File: src/rtl/pc_gen_pkg.sv
// Shared fetch-stage definitions: FSM states, datapath width and PC defaults.
package pc_gen_pkg;

  localparam int unsigned XLEN = 32;
  localparam logic [XLEN-1:0] PC_STEP = 32'd4;

  localparam logic [XLEN-1:0] DEFAULT_RESET_PC = 32'h0000_0000;
  localparam logic [XLEN-1:0] DEFAULT_TRAP_VEC = 32'h0000_0100;

  typedef enum logic [1:0] {
    StReset,
    StRun,
    StTrap
  } pc_state_e;

endpackage

File: src/rtl/pc_gen_target_calc.sv
// Redirect target selection: jump beats branch; flags targets not on a word boundary.
module pc_gen_target_calc
  import pc_gen_pkg::*;
(
  input  logic            branch_taken_i,
  input  logic [XLEN-1:0] branch_pc_i,
  input  logic [XLEN-1:0] branch_offset_i,
  input  logic            jump_i,
  input  logic [XLEN-1:0] jump_target_i,
  output logic            redirect_o,
  output logic [XLEN-1:0] target_o,
  output logic            misaligned_o
);

  logic [XLEN-1:0] branch_target;
  logic [XLEN-1:0] jump_target;

  // Offset arrives pre-shifted, so a plain add gives the byte target; carry is dropped.
  assign branch_target = branch_pc_i + branch_offset_i;
  assign jump_target   = jump_target_i & ~{{(XLEN-1){1'b0}}, 1'b1};

  always_comb begin
    redirect_o = jump_i | branch_taken_i;
    target_o   = jump_i ? jump_target : branch_target;
  end

  assign misaligned_o = redirect_o && (target_o[1:0] != 2'b00);

endmodule

File: src/rtl/pc_gen.sv
// Fetch-stage program counter: sequential advance, branch/jump redirect, misalignment trap.
module pc_gen
  import pc_gen_pkg::*;
#(
  parameter logic [XLEN-1:0] RESET_PC = DEFAULT_RESET_PC,
  parameter logic [XLEN-1:0] TRAP_VEC = DEFAULT_TRAP_VEC
) (
  input  logic            clk_i,
  input  logic            rst_n_i,
  input  logic            stall_i,
  input  logic            fetch_ready_i,
  input  logic            branch_taken_i,
  input  logic [XLEN-1:0] branch_pc_i,
  input  logic [XLEN-1:0] branch_offset_i,
  input  logic            jump_i,
  input  logic [XLEN-1:0] jump_target_i,
  output logic [XLEN-1:0] pc_o,
  output logic            fetch_valid_o,
  output logic            flush_o,
  output logic            trap_o,
  output logic [XLEN-1:0] trap_addr_o
);

  pc_state_e       state_q;
  logic [XLEN-1:0] pc_q;
  logic [XLEN-1:0] trap_addr_q;
  logic            flush_q;
  logic            trap_q;

  logic            redirect;
  logic [XLEN-1:0] target;
  logic            misaligned;

  pc_gen_target_calc u_target_calc (
    .branch_taken_i  (branch_taken_i),
    .branch_pc_i     (branch_pc_i),
    .branch_offset_i (branch_offset_i),
    .jump_i          (jump_i),
    .jump_target_i   (jump_target_i),
    .redirect_o      (redirect),
    .target_o        (target),
    .misaligned_o    (misaligned)
  );

  // Deliberately independent of fetch_ready_i to keep the request path free of loops.
  assign fetch_valid_o = (state_q == StRun) && !stall_i;

  always_ff @(posedge clk_i or negedge rst_n_i) begin
    if (!rst_n_i) begin
      state_q     <= StReset;
      pc_q        <= RESET_PC;
      trap_addr_q <= '0;
      flush_q     <= 1'b0;
      trap_q      <= 1'b0;
    end else begin
      flush_q <= 1'b0;
      trap_q  <= 1'b0;
      unique case (state_q)
        StReset: state_q <= StRun;
        StRun: begin
          if (redirect) begin
            flush_q <= 1'b1;
            if (misaligned) begin
              pc_q        <= TRAP_VEC;
              trap_addr_q <= target;
              trap_q      <= 1'b1;
              state_q     <= StTrap;
            end else begin
              pc_q <= target;
            end
          end else if (fetch_valid_o && fetch_ready_i) begin
            pc_q <= pc_q + PC_STEP;
          end
        end
        // Redirects landing during the trap cycle are dropped on purpose.
        StTrap:  state_q <= StRun;
        default: state_q <= StReset;
      endcase
    end
  end

  assign pc_o        = pc_q;
  assign flush_o     = flush_q;
  assign trap_o      = trap_q;
  assign trap_addr_o = trap_addr_q;

endmodule

File: config.mk
export PLATFORM = sky130hd
export DESIGN_NAME = pc_gen
export DESIGN_NICKNAME = d
export VERILOG_FILES = /design/src/rtl/pc_gen_pkg.sv /design/src/rtl/pc_gen_target_calc.sv /design/src/rtl/pc_gen.sv
export SDC_FILE = /design/constraint.sdc
export NUM_CORES = 1
export LEC_CHECK = 0
export CORE_MARGIN = 2
export CORE_UTILIZATION = 40
export CTS_BUF_LIST = sky130_fd_sc_hd__clkbuf_8 sky130_fd_sc_hd__clkbuf_16
export DETAILED_ROUTE_END_ITERATION = 6
export GPL_ROUTABILITY_DRIVEN = 0
export PLACE_DENSITY = 0.71
export SLEW_MARGIN = 30
export SYNTH_ARGS = -nofsm -noshare
export SYNTH_HDL_FRONTEND = slang
export SYNTH_SLANG_ARGS = --single-unit
File: constraint.sdc
create_clock -name clk_i -period 3 [get_ports clk_i]
set_input_delay 0.45 -clock clk_i [delete_from_list [all_inputs] [get_ports clk_i]]
set_output_delay 0.45 -clock clk_i [all_outputs]
set_load 0.02 [all_outputs]
==> flow_summary_export.csv <==
group,metric,value,unit
run_status,outcome,"completed",
critical_path,critPathArrivalTime,3090,ps
die,start_util,41.0,%
route,viasPerCell,5.69,
critical_path,path_buf_inv,1,
clocking,clock_latency,330,ps
critical_path,crit_family,"compound AO/OA/AOI/OAI gates",
layout,antennaDiodeCount,0,
clocking,root_buffer,"clkbuf_16",
route,wl_per_cell,17.2,µm
route,drtIter0Drc,535,
critical_path,startpoint_type,"input port",
timing,fmax,347,MHz
clocking,cts.reportedPaths.clkPinSlew,50,ps
timing,fin_skew,4.99,ps
timing,period_share,96.0,%
critical_path,cpPeakStageDelay,520,ps
die,die_h,121,µm
route,drc,0,
min_path,hold_path_class,"register to register",
critical_path,endpoint_kind,"register",
layout,area_growth,53.1,%
die,fp.dieW,121,µm
critical_path,r2r_cells,9,
clocking,cts_tree,"done",
die,coreArea,13300,µm²
yosys,syn_area_per_cell,8.15,µm²
timing,min_period,2880,ps
grt,grt_pass1_wl,29700,µm
yosys,netlist_instances,669,
grt,antenna_found_initial,0,
die,ioPinCount,169,
grt,grt-ovfl-total,0,
grt,grt_start_max_net_pins,50,
route,vias,6192,
die,dieArea,14600,µm²
timing,hold_viol,0,
pwr,ir_drop,285,µV
critical_path,critPathKind,"input port to register",
clocking,cts_buffers,9,
critical_path,required,3210,ps
yosys,syn-num-nets,804,
timing,slew_violations,0,
route,firstDrtPassIters,5,
yosys,synth_edf_count,0,
critical_path,path_cells,"clkdlybuf4s50_1, ha_4, and3_4, a32o_2, nor2_4, o21ai_4, a221oi_4, o31ai_4, a311oi_2, xor2_1, o31ai_1",
die,rows,42,
route,detail-route-antenna-nets,0,
grt,grt_use_total,25.5,%
pwr,leakagePower,3.63,nW
timing,tns,0,ps
layout,drive_above_1_share,17.4,%
yosys,yosysMostFrequentCell,"nand2_1",
yosys,synth.distinct_cells,81,
pwr,powerDensity,685,nW/µm²
timing,setup_viol,0,
layout,nets,1044,
yosys,synthesis.area,5450,µm²
job,maxCapViolations,0,
placement,dp_slack,-499,ps
grt,grt_pass1_vias,5959,
yosys,async_flop_share,100,%
yosys,synth.area.top_cells,"dfrtp_1 (31%), nand2_1 (7.4%), ha_1 (7.3%)",
placement,numPortBuffers,167,
yosys,yosysWarningCount,0,
min_path,whs_path_depth,1,
placement,dp_hpwl,14900,µm
yosys,yosys_most_used_dff,"dfrtp_1",
critical_path,slowest_stage,"clkdlybuf4s50_1",
yosys,synth_top_area_cell,"dfrtp_1",
yosys,synthTopCellsByCount,"nand2_1 (107), dfrtp_1 (68), o21ai_0 (64)",
yosys,synth_top_cell_area_share,31.2,%
timing,slew_headroom,59.6,%
yosys,ys_seq_elements,68,
critical_path,cp.depth,11,
route,routed_wl,18700,µm
yosys,seq_area_frac_synth,31.2,%
clocking,clockBufferDepth,2,
clocking,cts_num_sinks,68,
clocking,ctsHtreeMaxLevel,3,
timing,tightest_slew,599,ps
timing,worst_slack,121,ps
critical_path,critPathMaxFanout,4,
[layer usage]
metal	up-vias	track usage [%]	wire [µm]
met5	-	0	0
met3	43	3.73	1300
met4	0	8.50	509
met1	2904	34.9	8080
li1	2943	-	-
met2	302	41.5	8790
[power breakdown]
group	leakage (nW)	internal [W]	switching (W)	total (W)
registers	0.840	0.00130	0.000383	0.00168
clock network	0.152	0.000650	0.000360	0.00101
logic	2.64	0.00143	0.00159	0.00302
[worst register-to-register path: stages (launching register included)]
cell and delay, ps:
dfrtp_1 430, ha_1 220, and3_1 230, nand4_1 200, or4_1 570, nor2_1 200
nand3_1 120, nor3_1 190, a21oi_1 60, o221ai_1 180
[final cells by class]
type                            count  area (µm²)
Inverter                           16        60.1
Multi-Input combinational cell    555        3690
Clock inverter                      5        46.3
Timing Repair Buffer              259        2390
Clock buffer                       10         239
Sequential cell                    68        1700
Fill cell                        1121        4950
Tap cell                          176         220
[cells by family after synthesis]
logic type,after synthesis,share of synthesized area (%)
AND/OR/NAND/NOR,248,21.5
AO/OA/AOI/OAI,242,30.0
flip-flops,68,31.2
buffers and inverters,46,4.31
adder cells (fa/ha/maj),33,7.71
XOR/XNOR,28,4.50
multiplexers,4,0.734
[state kept, by name, summed over array words and instances (netlist names)]
name,count
trap_o,1
flush_o,1
trap_addr_o,32
state_q,2
pc_o,32
[what timing repair did]
item / CTS / global route
hold endpoints to repair: 11 / 0
resized for setup: 6 / 27
pin swaps: 6 / 18
hold buffers: 1 / 0
endpoints found under the setup margin: 11 / 23
buffers inserted: 1 / 3
[metrics by stage]
stage	utilization, %	instances	hold WS, ps	cell area (µm²)	power (W)
finish	62.8	1089	462	8350	0.00572
global route	62.8	1089	508	8350	0.00604
CTS	61.5	1087	466	8180	0.00567
detailed placement	59.1	1070	341	7850	0.00464
global placement	59.1	1070	343	7850	0.00455
floorplan	-	669	154	5450	0.00313
[layout by cell type (no fill, tap or decap), types with 4 or more instances in the layout]
| master | netlist | routed |
|---|---|---|
| nand4_1 | 6 | 6 |
| dfrtp_1 | 68 | 68 |
| nor2_1 | 46 | 45 |
| o21a_1 | 7 | 7 |
| inv_1 | 16 | 18 |
| o22ai_1 | 6 | 6 |
| or4_1 | 5 | 5 |
| clkbuf_16 | 0 | 9 |
| a21oi_1 | 61 | 55 |
| and2_1 | 6 | 6 |
| xor2_1 | 13 | 12 |
| nor3_1 | 13 | 13 |
| ha_4 | 0 | 5 |
| o221ai_1 | 6 | 6 |
| nand2b_1 | 6 | 6 |
| nand2_1 | 107 | 107 |
| buf_4 | 1 | 89 |
| o21ai_0 | 64 | 62 |
| a31oi_1 | 13 | 13 |
| a21oi_2 | 0 | 6 |
| ha_1 | 32 | 26 |
| o21ai_1 | 7 | 7 |
| xnor2_1 | 15 | 13 |
| nor2b_1 | 5 | 4 |
| a21o_2 | 4 | 4 |
| clkdlybuf4s50_1 | 0 | 163 |
| nand3_1 | 22 | 22 |
| a21o_1 | 22 | 22 |
| o211ai_1 | 5 | 5 |
| and3_1 | 14 | 14 |
[worst paths after layout]
check | startpoint | to | slack [ps]
max in group asynchronous | rst_n_i | pc_o[21] | 1720
min reg2reg | state_q[1] | state_q[0] | 460
min | state_q[1] | state_q[0] | 460
max | branch_pc_i[8] | pc_o[27] | 120
max reg2reg | pc_o[2] | pc_o[30] | 520
min in group asynchronous | rst_n_i | pc_o[5] | 530
(Power assumes the default switching activity.)
